--- src/rtl/trap_sequencer.sv ---
// trap_sequencer: sequences M-mode trap entry / MRET return and owns the CSR write port
module trap_sequencer #(
    parameter bit          VECTORED_EN = 1'b1,
    parameter logic [11:0] CSR_MSTATUS = 12'h300,
    parameter logic [11:0] CSR_MEPC    = 12'h341,
    parameter logic [11:0] CSR_MCAUSE  = 12'h342,
    parameter logic [1:0]  MRET_MPP    = 2'b11
) (
    input  logic        i_clk,
    input  logic        i_rst_n,
    input  logic        i_exception_pending,
    input  logic [31:0] i_cause,
    input  logic [31:0] i_pc_exc,
    input  logic        i_mret,
    input  logic        i_sret,
    input  logic        i_uret,
    input  logic        i_csr_we_c,
    input  logic [11:0] i_csr_addr_c,
    input  logic [31:0] i_csr_wdata_c,
    input  logic [31:0] i_mtvec_q,
    input  logic [31:0] i_mepc_q,
    input  logic [31:0] i_mstatus_q,
    output logic        o_csr_we,
    output logic [11:0] o_csr_addr,
    output logic [31:0] o_csr_wdata,
    output logic        o_stall_commit,
    output logic        o_redirect_valid,
    output logic [31:0] o_redirect_pc,
    output logic        o_flush
);
    typedef enum logic [2:0] {
        S_IDLE, S_T_EPC, S_T_CAUSE, S_T_STATUS, S_T_REDIR, S_R_STATUS, S_R_REDIR
    } state_t;

    state_t      r_state, w_next;
    logic        r_live;
    logic [31:0] r_epc, r_cause;
    logic        w_start;
    logic [31:0] w_vec_off, w_trap_status, w_ret_status;

    // Outputs stay quiet from reset assertion until the first clock after release
    assign w_start       = (r_state == S_IDLE) && r_live && (i_exception_pending || i_sret || i_uret);
    assign w_vec_off     = (VECTORED_EN && i_mtvec_q[1:0] == 2'b01 && r_cause[31]) ? {r_cause[29:0], 2'b00} : 32'd0;
    assign w_trap_status = {i_mstatus_q[31:13], 2'b11, i_mstatus_q[10:8], i_mstatus_q[3], i_mstatus_q[6:4], 1'b0, i_mstatus_q[2:0]};
    assign w_ret_status  = {i_mstatus_q[31:13], MRET_MPP, i_mstatus_q[10:8], 1'b1, i_mstatus_q[6:4], i_mstatus_q[7], i_mstatus_q[2:0]};

    // State register plus the output-enable that holds outputs at 0 through reset
    always_ff @(posedge i_clk or negedge i_rst_n) begin
        if (!i_rst_n) begin
            r_state <= S_IDLE;
            r_live  <= 1'b0;
        end else begin
            r_state <= w_next;
            r_live  <= 1'b1;
        end
    end

    // Capture trapping PC and cause; unsupported xRET becomes illegal-instruction
    always_ff @(posedge i_clk or negedge i_rst_n) begin
        if (!i_rst_n) begin
            r_epc   <= 32'd0;
            r_cause <= 32'd0;
        end else if (w_start) begin
            r_epc   <= i_pc_exc;
            r_cause <= i_exception_pending ? i_cause : 32'd2;
        end
    end

    // Next-state and CSR-port / redirect decode
    always_comb begin
        w_next           = r_state;
        o_csr_we         = 1'b0;
        o_csr_addr       = 12'd0;
        o_csr_wdata      = 32'd0;
        o_redirect_valid = 1'b0;
        o_redirect_pc    = 32'd0;
        o_flush          = 1'b0;
        o_stall_commit   = (r_state != S_IDLE);
        case (r_state)
            S_IDLE: if (r_live) begin
                o_csr_we    = i_csr_we_c & ~i_exception_pending;
                o_csr_addr  = i_csr_addr_c;
                o_csr_wdata = i_csr_wdata_c;
                w_next      = w_start ? S_T_EPC : (i_mret ? S_R_STATUS : S_IDLE);
            end
            S_T_EPC: begin
                o_csr_we    = 1'b1;
                o_csr_addr  = CSR_MEPC;
                o_csr_wdata = {r_epc[31:2], 2'b00};
                w_next      = S_T_CAUSE;
            end
            S_T_CAUSE: begin
                o_csr_we    = 1'b1;
                o_csr_addr  = CSR_MCAUSE;
                o_csr_wdata = r_cause;
                w_next      = S_T_STATUS;
            end
            S_T_STATUS: begin
                o_csr_we    = 1'b1;
                o_csr_addr  = CSR_MSTATUS;
                o_csr_wdata = w_trap_status;
                w_next      = S_T_REDIR;
            end
            S_T_REDIR: begin
                o_redirect_valid = 1'b1;
                o_flush          = 1'b1;
                o_redirect_pc    = {i_mtvec_q[31:2], 2'b00} + w_vec_off;
                w_next           = S_IDLE;
            end
            S_R_STATUS: begin
                o_csr_we    = 1'b1;
                o_csr_addr  = CSR_MSTATUS;
                o_csr_wdata = w_ret_status;
                w_next      = S_R_REDIR;
            end
            S_R_REDIR: begin
                o_redirect_valid = 1'b1;
                o_flush          = 1'b1;
                o_redirect_pc    = {i_mepc_q[31:2], 2'b00};
                w_next           = S_IDLE;
            end
            default: w_next = S_IDLE;
        endcase
    end
endmodule

--- config.mk ---
export PLATFORM = sky130hd
export DESIGN_NAME = trap_sequencer
export DESIGN_NICKNAME = d
export VERILOG_FILES = /design/src/rtl/trap_sequencer.sv
export SDC_FILE = /design/constraint.sdc
export NUM_CORES = 1
export LEC_CHECK = 0
export CORE_MARGIN = 1.5
export CORE_UTILIZATION = 45
export CTS_CLUSTER_SIZE = 16
export DETAILED_ROUTE_END_ITERATION = 10
export GPL_ROUTABILITY_DRIVEN = 0
export PLACE_DENSITY = 0.88
export REMOVE_ABC_BUFFERS = 1
export SETUP_SLACK_MARGIN = 0.4
export SLEW_MARGIN = 20
export SYNTH_ARGS = -nofsm -noshare
export SYNTH_HDL_FRONTEND = slang
export SYNTH_SLANG_ARGS = --single-unit
--- constraint.sdc ---
create_clock -name i_clk -period 9 [get_ports i_clk]
set_input_delay 1.8 -clock i_clk [delete_from_list [all_inputs] [get_ports i_clk]]
set_output_delay 1.8 -clock i_clk [all_outputs]
set_load 0.01 [all_outputs]
Word level (Yosys, flattened, before mapping). Index checks and enable logic that the tools add are counted.

Output and inout bits: 80. ROM bits: 0. RAM bits: 0. Word-level logic and storage cells: 39. Bits in registers: 68. Bits in latches: 0. Input port bits: 211. Memories kept: 0.

$lt $le $gt $ge: 0. Shift-type cells: 0. Equal/unequal tests: 8. Div/mod/pow operators: 0. Multipliers: 0. Bitwise logic cells: 2. Muxes and demuxes: 14. Reductions and logical operators: 10. Add/sub/neg operators: 1.

Operators with widths (number): 32-bit one-hot mux with 5 select lines (1); 32-bit two-way mux (3); 32-bit one-hot mux with 2 select lines (1); 12-bit one-hot mux with 4 select lines (1); 32-bit adder (1); 3-bit one-hot mux with 5 select lines (1); 12-bit two-way mux (1); 3-bit == test (second input constant) (3); 3-bit two-way mux (3); 3-bit by 2-bit == test with 1-bit output (second input constant) (2); 2-bit OR reduction (2); 4-bit OR reduction (1); 3-bit by 1-bit == test with 1-bit output (second input constant) (1); 1-bit logical AND (3); 3-bit zero test (1); 3-bit nonzero test (1); 2-bit by 1-bit == test with 1-bit output (second input constant) (1); 1-bit logical OR (2); 1-bit two-way mux (2); 2-bit inequality test (second input constant) (1); 1-bit one-hot mux with 2 select lines (1); 1-bit bitwise AND (1); 1-bit inverter (1).

Longest topological paths before layout.
Depth after elaboration: 6. Mapped depth: 14. Depth with buffers taken out: 13.

Least setup slack after synthesis. OpenSTA, ideal clock, no wires.

Path kind: input to output. Start point: input port i_mtvec_q[1]. End point: output port o_redirect_pc[30]. Stages: 14. Required time: 7.200 ns. Path slack: 2.674 ns. Data arrival time: 4.526 ns. Cells stage by stage: and3b_1 -> clkbuf_1 -> and2_1 -> ha_1 -> inv_1 -> fa_1 -> nand2b_1 -> a21oi_1 -> o31a_2 -> o21ai_2 -> o211ai_4 -> a211oi_1 -> or2_2 -> o311ai_2.

Word-level cells in the longest chain between the ends: 5.

Ends and longest elaborated chain: start, declared (line 20) `input logic [31:0] i_mtvec_q,`; 2-bit by 1-bit == test with 1-bit output (line 43) `assign w_vec_off = (VECTORED_EN && i_mtvec_q[1:0] == 2'b01 && r_cause[31]) ? {r_cause[29:0], 2'b00} : 32'd0;`; 1-bit logical AND (line 43); 32-bit two-way mux (line 43); 32-bit adder (line 107) `o_redirect_pc = {i_mtvec_q[31:2], 2'b00} + w_vec_off;`; 32-bit one-hot mux with 2 select lines (line 79) `case (r_state)`; end, declared (line 28) `output logic [31:0] o_redirect_pc,`.

No other way between the ends.

Worst setup path in the final report.
Start point: input port i_mtvec_q[0]. End point: output port o_redirect_pc[30].

Same word-level chain as after synthesis.

==> impl_metrics.py <==
metrics = {
    "run_status": {
        "status": "finished clean",
    },
    "synthesis": {
        "synth-simple-area-share_pct": 26.6,
        "ys_ff_latch": 66,
        "synthCells": 790,
        "synth_mux_area_share_pct": 5.83,
        "ys.flop_type": "dfrtp_1",
        "yosys.cell_types.count": 59,
        "synth_area_mm2": 0.00588,
        "avgSynthCellArea_um2": 7.44,
        "ys_seq_area_share_pct": 28.1,
        "synth-compound-area-share_pct": 25.3,
        "synthAdderAreaFrac_pct": 6.51,
        "synth-xor-area-share_pct": 3.13,
        "synth-warning-count": 0,
        "synth_edf_count": 0,
        "synth-async-reset-ratio_pct": 100,
        "synth_top_family_by_area": "simple AND/OR/NAND/NOR gates",
    },
    "cells_and_area": {
        "final_cell_mix": "clkdlybuf4s50_1, nand2_1, dfrtp_1",
        "seq_area_mm2": 0.00165,
        "final_common_cell": "clkdlybuf4s50_1",
        "n_fill_cell": 1027,
        "fin_cells": 1217,
        "final_util_pct": 72.0,
        "multi_input_area_mm2": 0.00400,
        "area_growth_syn_to_layout_pct": 55.1,
        "fin_area_mm2": 0.00912,
        "final_nets": 1280,
        "post_route_cells_drive_above_1_share_pct": 6.99,
    },
    "global_routing": {
        "busiest_layer": "met2",
        "grt_usage_pct": 31.0,
        "grt_max_degree": 67,
        "overflow": 0,
        "grt_pass1_wl_um": 34900,
        "grt_antenna_before_repair": 1,
        "use_met3_pct": 5.69,
        "use_met1_pct": 39.4,
        "grt_pass1_vias": 6877,
        "met2_usage_pct": 51.3,
    },
    "routing": {
        "routedWlPerCell_um": 17.5,
        "ant_nets": 0,
        "vias": 6865,
        "first_pass_iters": 5,
        "wl_um": 21300,
        "drt-initial-drc-count": 484,
        "route.detailed.drc": 0,
        "viasPerCell": 5.64,
    },
    "hold_path": {
        "holdPathStages": 2,
        "hold_end": "r_cause[30]",
        "hold_start": "r_cause[30]",
        "hp-class": "register to register",
    },
    "place": {
        "place_ws_ns": 1.53,
        "post_dp_cell_area_mm2": 0.00880,
        "dp.cells": 1200,
        "io_buffers": 282,
        "dp_hpwl_um": 15800,
    },
    "sta": {
        "period_share_pct": 83.0,
        "rsz0062_at_grt": "false",
        "drv_slew": 0,
        "layout_setup_ws_ns": 1.53,
        "finClkSkew_ns": 0.00872,
        "worstMarginPinSlew_ns": 0.871,
        "fin_tns_setup_ns": 0,
        "timing.hold.ws_ns": 0.469,
        "slew_headroom_pct": 41.9,
        "max_freq_mhz": 134,
        "finalHoldViolations": 0,
        "finalSetupViolations": 0,
        "fin_crit_ns": 7.47,
    },
    "critical_path": {
        "timing.rr.end": "r_state[0]",
        "reg2reg_depth": 8,
        "required_ns": 7.20,
        "end_kind": "primary output",
        "worstSetupPathType": "primary input to primary output",
        "critical_path_arrival_ns": 5.67,
        "startpoint_type": "primary input",
        "startpoint": "i_mtvec_q[0]",
        "crit_path_max_fanout": 4,
        "rrSetupSlack_ns": 5.27,
        "r2r-start": "r_state[1]",
    },
    "die": {
        "initial_core_util_pct": 46.4,
        "core_area_mm2": 0.0127,
        "die_h_um": 117,
        "fp.dieW_um": 117,
        "dieArea_mm2": 0.0138,
        "io_pins": 291,
        "fp-row-count": 41,
    },
    "power": {
        "p_total_mw": 2.12,
        "sequentialPowerShare_pct": 25.2,
        "power_switching_uw": 873,
        "p_clk_share_pct": 17.3,
        "pwr_density_cell_mw_per_mm2": 233,
        "internal_power_mw": 1.25,
        "leakagePower_nw": 4.00,
        "switching_share_pct": 41.2,
        "ir_worst_vdd_uv": 152,
        "p_comb_share_pct": 57.4,
    },
    "clock_network": {
        "cts_sinks": 66,
        "clk_pin_slew_ns": 0.06,
        "cts_tree": "yes",
        "cts_resized": 0,
        "cts_buffer_depth": 2,
        "postCtsHoldBufs": 0,
        "clk_latency_ns": 0.33,
        "h-tree-depth": 3,
        "cts_buffers": 9,
        "cts-root-buf": "clkbuf_16",
        "postCtsSetupRepairBufs": 0,
    },
    "job": {
        "drv_cap": 0,
    },
}
## logic make-up (layout without fill, tap and decap cells)
group / count (synthesis) / count (layout)
adder cells (fa/ha/maj): 30 / 30
XOR/XNOR: 21 / 21
AO/OA/AOI/OAI: 225 / 225
buffers and inverters: 65 / 318
other: 2 / 4
flip-flops: 66 / 66
multiplexers: 31 / 31
AND/OR/NAND/NOR: 350 / 350
## critical path: stages
cell             delay (ns)
clkdlybuf4s50_1        0.45
and3b_1                0.32
and2_1                 0.18
ha_1                   0.19
inv_1                  0.07
fa_1                   0.37
nand2b_1               0.20
a21oi_1                0.26
o31a_2                 0.20
o21ai_2                0.11
o211ai_4               0.26
a211oi_1               0.12
or2_2                  0.31
o311ai_2               0.24
clkdlybuf4s50_1        0.59
## sequential cells by signal (all words and copies together), names as in the netlist
name     flops
r_state      3
r_live       1
r_cause     32
r_epc       30
## layout make-up
cell class	count	area share, %
multi-input cells	660	43.8
repair buffers	293	31.8
flip-flops and latches	66	18.1
clock buffers	11	2.77
well taps	172	2.36
clock inverters	5	0.686
inverters	9	0.371
diodes	1	0.0274
## layer usage
layer  vias to the layer above  share of wire [%]
met1                      3160                 42
met2                       362                 47
li1                       3286                  -
met5                         -                  0
met3                        57                7.5
met4                         0                3.4
## cell usage after synthesis (all sizes together), types with 9 or more instances
library cell / n / area [um^2]
a22oi: 51 / 383
nand2b: 9 / 56.3
xor2: 12 / 105
mux2: 26 / 293
xnor2: 9 / 78.8
buf: 14 / 68.8
o21ai: 62 / 318
dfrtp: 66 / 1650
and2: 39 / 244
nor2: 31 / 119
nand2: 199 / 747
a21oi: 54 / 274
inv: 9 / 33.8
a21o: 12 / 90.1
nand3: 44 / 220
clkbuf: 42 / 158
ha: 29 / 363
## power by group through the flow
stage | Sequential, mW | Combinational [mW] | Clock (mW)
2_1_floorplan | 0.530 | 0.608 | 0
3_3_place_gp | 0.530 | 1.18 | 0
3_5_place_dp | 0.535 | 1.21 | 0
4_1_cts | 0.531 | 1.22 | 0.371
5_1_grt | 0.549 | 1.33 | 0.385
6_report | 0.535 | 1.22 | 0.367
## worst max-delay path by stage
stage                     cells past startpoint  slack, ns                end
after floorplan                               5       1.86         r_state[2]
after global placement                       15       1.61  o_redirect_pc[30]
after detailed placement                     15       1.53  o_redirect_pc[30]
after CTS                                    15       1.54  o_redirect_pc[30]
after global routing                         14       1.31  o_redirect_pc[29]
final                                        15       1.53  o_redirect_pc[30]
(Power assumes the default switching activity.)
